<file path="config.mk">
export PLATFORM = sky130hd
export DESIGN_NAME = rpn_eval
export DESIGN_NICKNAME = d
export VERILOG_FILES = /design/src/rtl/rpn_eval.sv
export SDC_FILE = /design/constraint.sdc
export NUM_CORES = 1
export LEC_CHECK = 0
export BUFFER_PORTS_ARGS = -buffer_cell sky130_fd_sc_hd__buf_4
export CAP_MARGIN = 20
export CELL_PAD_IN_SITES_DETAIL_PLACEMENT = 0
export CELL_PAD_IN_SITES_GLOBAL_PLACEMENT = 1
export CORE_MARGIN = 1
export CORE_UTILIZATION = 49
export CTS_CLUSTER_SIZE = 24
export DETAILED_ROUTE_END_ITERATION = 16
export PLACE_DENSITY_LB_ADDON = 0.1
export SYNTH_ARGS = -nofsm -noshare
export SYNTH_HDL_FRONTEND = slang
export SYNTH_SLANG_ARGS = --single-unit
</file>
<file path="constraint.sdc">
create_clock -name clk -period 17.2 [get_ports clk]
set_input_delay 4.3 -clock clk [delete_from_list [all_inputs] [get_ports clk]]
set_output_delay 4.3 -clock clk [all_outputs]
set_load 0.05 [all_outputs]
</file>
<file path="src/rtl/rpn_eval.sv">
// -----------------------------------------------------------------------------
// rpn_eval
// Postfix (RPN) expression evaluator. It takes operands and operators from a
// valid/ready token stream and acts as the push/pop master of an external
// stack. For each expression it returns either one result or one error.
//
// Ports
//   clk        rising-edge clock
//   rst        synchronous active-high reset. The attached stack's rst_n is
//              driven from the inverse of this signal.
//   tok_valid  token present
//   tok_ready  token accepted when tok_valid & tok_ready (high only in IDLE)
//   tok_is_op  1 = operator, 0 = operand
//   tok_data   operand value, or opcode in [1:0]: 0 ADD, 1 SUB, 2 MUL, 3 END
//   stk_push   stack write command (stack wn)
//   stk_pop    stack read/remove command (stack rn)
//   stk_din    word written on push (stack in)
//   stk_top    top-of-stack word, valid whenever stk_empty is 0 (stack out)
//   stk_full   stack full flag
//   stk_empty  stack empty flag
//   res_valid  one-cycle result strobe
//   res_data   result, held until the next res_valid
//   err_valid  one-cycle strobe at the end of an error flush
//   err_code   1 overflow, 2 underflow, 3 leftover operands; held until the
//              next err_valid
// -----------------------------------------------------------------------------
module rpn_eval #(
   parameter int DATA_WIDTH  = 16,
   parameter int STACK_DEPTH = 16
) (
   input  logic                  clk,
   input  logic                  rst,
   input  logic                  tok_valid,
   output logic                  tok_ready,
   input  logic                  tok_is_op,
   input  logic [DATA_WIDTH-1:0] tok_data,
   output logic                  stk_push,
   output logic                  stk_pop,
   output logic [DATA_WIDTH-1:0] stk_din,
   input  logic [DATA_WIDTH-1:0] stk_top,
   input  logic                  stk_full,
   input  logic                  stk_empty,
   output logic                  res_valid,
   output logic [DATA_WIDTH-1:0] res_data,
   output logic                  err_valid,
   output logic [1:0]            err_code
);

   // A binary operator pops two entries and then pushes one. That is only
   // safe with room for at least two entries.
   if (STACK_DEPTH < 2) begin : g_depth_check
      $error("rpn_eval: STACK_DEPTH must be at least 2");
   end

   localparam logic [1:0] OP_ADD   = 2'd0;
   localparam logic [1:0] OP_SUB   = 2'd1;
   localparam logic [1:0] OP_MUL   = 2'd2;
   localparam logic [1:0] OP_END   = 2'd3;

   localparam logic [1:0] ERR_NONE = 2'd0;
   localparam logic [1:0] ERR_OVF  = 2'd1;
   localparam logic [1:0] ERR_UDF  = 2'd2;
   localparam logic [1:0] ERR_LEFT = 2'd3;

   typedef enum logic [3:0] {
      S_IDLE  = 4'd0,
      S_POP_B = 4'd1,
      S_POP_A = 4'd2,
      S_EXEC  = 4'd3,
      S_PUSH  = 4'd4,
      S_POP_R = 4'd5,
      S_CHECK = 4'd6,
      S_DONE  = 4'd7,
      S_FLUSH = 4'd8
   } state_t;

   state_t                state_r;
   state_t                state_s;
   logic [1:0]            op_r;
   logic [DATA_WIDTH-1:0] a_r;
   logic [DATA_WIDTH-1:0] b_r;
   logic [DATA_WIDTH-1:0] r_r;
   logic [DATA_WIDTH-1:0] res_data_r;
   logic [1:0]            err_code_r;

   logic                  tok_ready_s;
   logic                  stk_push_s;
   logic                  stk_pop_s;
   logic [DATA_WIDTH-1:0] stk_din_s;
   logic                  res_valid_s;
   logic                  err_valid_s;

   // Arithmetic wraps modulo 2**DATA_WIDTH. No saturation, no carry flag.
   function automatic logic [DATA_WIDTH-1:0] alu(
      input logic [1:0]            op,
      input logic [DATA_WIDTH-1:0] a,
      input logic [DATA_WIDTH-1:0] b
   );
      logic [DATA_WIDTH-1:0] y;
      case (op)
         OP_ADD:  y = a + b;
         OP_SUB:  y = a - b;
         OP_MUL:  y = DATA_WIDTH'(a * b);
         default: y = '0;
      endcase
      return y;
   endfunction

   // Next-state and command decode. Every output is forced quiet during reset.
   always_comb begin
      state_s     = state_r;
      tok_ready_s = 1'b0;
      stk_push_s  = 1'b0;
      stk_pop_s   = 1'b0;
      stk_din_s   = '0;
      res_valid_s = 1'b0;
      err_valid_s = 1'b0;
      if (rst) begin
         state_s = S_IDLE;
      end else begin
         case (state_r)
            S_IDLE: begin
               tok_ready_s = 1'b1;
               if (tok_valid) begin
                  if (!tok_is_op) begin
                     if (!stk_full) begin
                        stk_push_s = 1'b1;
                        stk_din_s  = tok_data;
                     end else begin
                        state_s = S_FLUSH;
                     end
                  end else if (tok_data[1:0] == OP_END) begin
                     state_s = S_POP_R;
                  end else begin
                     state_s = S_POP_B;
                  end
               end else begin
                  state_s = S_IDLE;
               end
            end
            S_POP_B: begin
               if (stk_empty) begin
                  state_s = S_FLUSH;
               end else begin
                  stk_pop_s = 1'b1;
                  state_s   = S_POP_A;
               end
            end
            S_POP_A: begin
               if (stk_empty) begin
                  state_s = S_FLUSH;
               end else begin
                  stk_pop_s = 1'b1;
                  state_s   = S_EXEC;
               end
            end
            S_EXEC: begin
               state_s = S_PUSH;
            end
            S_PUSH: begin
               // The stack has room here, because two entries were just popped.
               stk_push_s = 1'b1;
               stk_din_s  = r_r;
               state_s    = S_IDLE;
            end
            S_POP_R: begin
               if (stk_empty) begin
                  state_s = S_FLUSH;
               end else begin
                  stk_pop_s = 1'b1;
                  state_s   = S_CHECK;
               end
            end
            S_CHECK: begin
               if (stk_empty) begin
                  state_s = S_DONE;
               end else begin
                  state_s = S_FLUSH;
               end
            end
            S_DONE: begin
               res_valid_s = 1'b1;
               state_s     = S_IDLE;
            end
            S_FLUSH: begin
               // Drain the stack one entry per cycle. Report once it is empty.
               if (stk_empty) begin
                  err_valid_s = 1'b1;
                  state_s     = S_IDLE;
               end else begin
                  stk_pop_s = 1'b1;
               end
            end
            default: begin
               state_s = S_IDLE;
            end
         endcase
      end
   end

   // State register and datapath registers (operands, result, status).
   always_ff @(posedge clk) begin
      if (rst) begin
         state_r    <= S_IDLE;
         op_r       <= OP_ADD;
         a_r        <= '0;
         b_r        <= '0;
         r_r        <= '0;
         res_data_r <= '0;
         err_code_r <= ERR_NONE;
      end else begin
         state_r <= state_s;
         case (state_r)
            S_IDLE: begin
               if (tok_valid && tok_is_op) begin
                  op_r <= tok_data[1:0];
               end else if (tok_valid && !tok_is_op && stk_full) begin
                  err_code_r <= ERR_OVF;
               end else begin
                  op_r <= op_r;
               end
            end
            S_POP_B: begin
               if (stk_empty) begin
                  err_code_r <= ERR_UDF;
               end else begin
                  b_r <= stk_top;
               end
            end
            S_POP_A: begin
               if (stk_empty) begin
                  err_code_r <= ERR_UDF;
               end else begin
                  a_r <= stk_top;
               end
            end
            S_EXEC: begin
               r_r <= alu(op_r, a_r, b_r);
            end
            S_POP_R: begin
               if (stk_empty) begin
                  err_code_r <= ERR_UDF;
               end else begin
                  r_r <= stk_top;
               end
            end
            S_CHECK: begin
               // Load the result while entering DONE, so it lines up with res_valid.
               if (stk_empty) begin
                  res_data_r <= r_r;
               end else begin
                  err_code_r <= ERR_LEFT;
               end
            end
            default: begin
               r_r <= r_r;
            end
         endcase
      end
   end

   assign tok_ready = tok_ready_s;
   assign stk_push  = stk_push_s;
   assign stk_pop   = stk_pop_s;
   assign stk_din   = stk_din_s;
   assign res_valid = res_valid_s;
   assign err_valid = err_valid_s;
   assign res_data  = res_data_r;
   assign err_code  = err_code_r;

endmodule

</file>
==> summary.txt <==
Floorplanning
  – Initial core utilization: between 50% and 60%
  – Die Y: 132 µm
  – Die ar.: 0.0174 mm²
  – DIE WIDTH: ~130 µm
  – # IOs: 77
  – # rows: 47
  – Core area: about 0.017 mm²

GRT
  – Largest net degree at the start of global routing: 74
  – GRT overflow: 0
  – GRT Overall Usage: between 20% and 30%
  – Vias in the first global route: 7175
  – First-pass GRT wire length: 38400 µm
  – Initial antenna violation count: 0

Clock tree
  – Clk Latency, worst-skew pair: 0.34 ns
  – Root Buffer: clkbuf_16
  – H-tree depth: 3
  – Clock Path Buffers: 2
  – Setup Buffers After CTS: 0
  – Hold bufs inserted after CTS: 0
  – Register clock-pin slew on the reported worst setup and hold paths: 0.06 ns
  – CTS sink count: 72
  – TritonCTS clock tree: built
  – CTS Buf Count: 9
  – Post-CTS Resized: 0

Critical path
  – Critical Path Max Stage Delay: roughly 0.59 ns
  – Delay-heaviest family, CP: buffers and inverters
  – Worst Path Required: 12.90 ns
  – Critical Path Sink Type: primary output
  – Arrival @ worst endpoint: 5.80 ns
  – CP Cell Sequence: buf_4, nor2_1, nand2_1, nor2_1, buf_4
  – Crit-path max FO: 73
  – Crit path launch type: input pin
  – WP buf/inv: 2
  – Slowest stage cell on the critical path: buf_4
  – CP Class: in2out

STA
  – RSZ-0062 raised after global routing: no
  – Hold Violations, Final: 0
  – Setup TNS: 0 ns
  – Post-route clock period utilization: 58.7%
  – Final min period: slightly above 10 ns
  – Fmax: 0.0990 GHz
  – Setup ws final: 7.10 ns
  – Slew HR: ~41%
  – Final Max Slew Viols: 0
  – Worst slew pin tran: 0.882 ns
  – Final setup vio count: 0
  – Final setup skew: 0.00792 ns

Placement
  – Pre-CTS setup slack: around 7.0 ns
  – Cell Area, Placed: 0.00895 mm²
  – Placed wire-length estimate: between 15000 and 20000 µm
  – Port Buffers: 76
  – Placer Congestion: about 0.9

Power and ir drop
  – Pleak: approximately 0.0040 µW
  – Largest vdd supply drop: 0.0508 mV
  – Int Power: roughly 320 µW
  – Reg power frac: 38.2%
  – Power share of the combinational group: about a quarter
  – Pwr dens: a little under 50 mW/mm²
  – Clock share of power: approximately 38%
  – NetSw: 144 µW
  – Switching Fraction: 31.3%

Route
  – Via count: 7176
  – Starting DRC count in detailed routing: about 470
  – Remaining antenna violation count: 0
  – Top sig layer: met4
  – Met3 WL: 1070 µm
  – Metal-1 WL: 10300 µm
  – Met2 WL: about 11000 µm
  – # DRC: 0
  – Drt wl/cell: about 18 µm
  – Vias/cell: ~5.5
  – Post-Route WL: 23300 µm
  – Detailed Routing Iterations Pass 1: 5

Logic synthesis
  – Cell with the most instances after synthesis: nand2_1
  – Synthesis Warnings: 0
  – #FFs+latches synth: 72
  – Asr flop ratio synth: 0%
  – Syn_nets: approximately 1.2k
  – Gate Count Post-Synth: 1057
  – Mapped Area: 0.00827 mm²
  – Area leader, netlist: fa_1
  – Register area share after synthesis: between 10% and 20%
  – Synth unique cells: 62
  – Top cells by area, synth: fa_1 (20%), dfxtp_1 (17%), ha_1 (10%)
  – Synth top cells by count: nand2_1 (191), inv_1 (123), fa_1 (81)
  – Avg Synthesized Cell Area: 7.82 µm²
  – Synth top area share: 19.6%
  – Leading register cell type out of synthesis: dfxtp_1
  – EDFF count, synth: 0

Finish
  – Ratio of cells with drive above 1 in the final layout: 10.4%
  – Final net count: 1276
  – Layout area overhead: 11.6%
  – Final Cell Area: 0.00923 mm²
  – Antenna cell count: 0

Flow run
  – Max Cap Viol: 0

Min path
  – Worst min path class: reg2reg

Run status
  – Outcome: completed
==> layout make-up <==
cell class,instances,area (µm²)
fill,1655,7290
multi-input combinational,800,6140
sequential,72,1440
timing repair buffer,85,642
inverter,123,462
tap,220,275
clock buffer,10,229
clock inverter,6,45.0
==> registers in the layout (all words and copies together), names as in the netlist <==
name and flops:
r_r 16, err_code 2, a_r 16, b_r 16, op_r 2, state_r 4, res_data 16
==> logic make-up after synthesis <==
kind of cell    count (synthesis)  share of synthesized area (%)
xor+xnor                       61                           6.72
flops                          72                           17.4
buf+inv                       185                           8.52
compound gates                181                           14.0
fa+ha+maj                     147                           29.6
mux                             7                          0.877
simple gates                  404                           22.9
==> power groups by stage <==
stage	registers, µW	logic (µW)	clock network [µW]
finish	175	110	174
global route	176	121	185
CTS	175	110	175
detailed placement	179	109	0
global placement	179	109	0
floorplan	176	81.7	0
==> cell usage in the layout, fill, tap and decap left out, drive strengths merged, types with 4 or more instances in the layout <==
| master | count |
|---|---|
| nand3 | 9 |
| dfxtp | 72 |
| a21oi | 77 |
| nor3 | 22 |
| buf | 85 |
| mux2i | 5 |
| o21a | 7 |
| o21ai | 21 |
| inv | 124 |
| fa | 81 |
| a31oi | 5 |
| nand2b | 8 |
| and3 | 5 |
| nor4 | 5 |
| o41ai | 4 |
| nand2 | 191 |
| a211oi | 6 |
| nand3b | 4 |
| or3 | 8 |
| ha | 66 |
| and2 | 66 |
| xor2 | 20 |
| nor2b | 9 |
| clkbuf | 10 |
| xnor2 | 40 |
| nor2 | 65 |
| o211ai | 16 |
| a22oi | 16 |
==> routing by layer <==
layer	up-vias	global-route usage, %
met5	-	0
met4	0	9.17
met3	36	2.85
met2	194	49.0
met1	3445	36.6
li1	3501	-
==> worst reg2reg max path, delay by kind of cell, from the launching register on <==
kind | cells | cell delay, ns
flip-flops | 1 | 0.86
XOR/XNOR | 5 | 1.09
AND/OR/NAND/NOR | 2 | 0.76
buffers and inverters | 3 | 0.22
AO/OA/AOI/OAI | 2 | 0.40
adder cells (fa/ha/maj) | 6 | 2.68
==> worst paths after layout <==
| path | startpoint | to | slack (ns) | depth (start not counted) |
|---|---|---|---|---|
| worst max-delay path | rst | stk_din[10] | 7.10 | 5 |
| worst min-delay path | res_data[11] | res_data[11] | 0.46 | 2 |
| worst max register to register | b_r[2] | r_r[15] | 11.07 | 18 |
| worst min register to register | res_data[11] | res_data[11] | 0.46 | 2 |
==> per-stage QoR <==
stage	cells	utilization [%]	total power, µW	hold WS, ns
global placement	1299	54.2	288	0.444
finish	1316	55.9	459	0.458
detailed placement	1299	54.2	288	0.448
CTS	1315	55.8	460	0.460
floorplan	1057	-	257	0.445
global route	1316	55.9	482	0.472
Note: power is estimated with default switching activity, not from simulation.
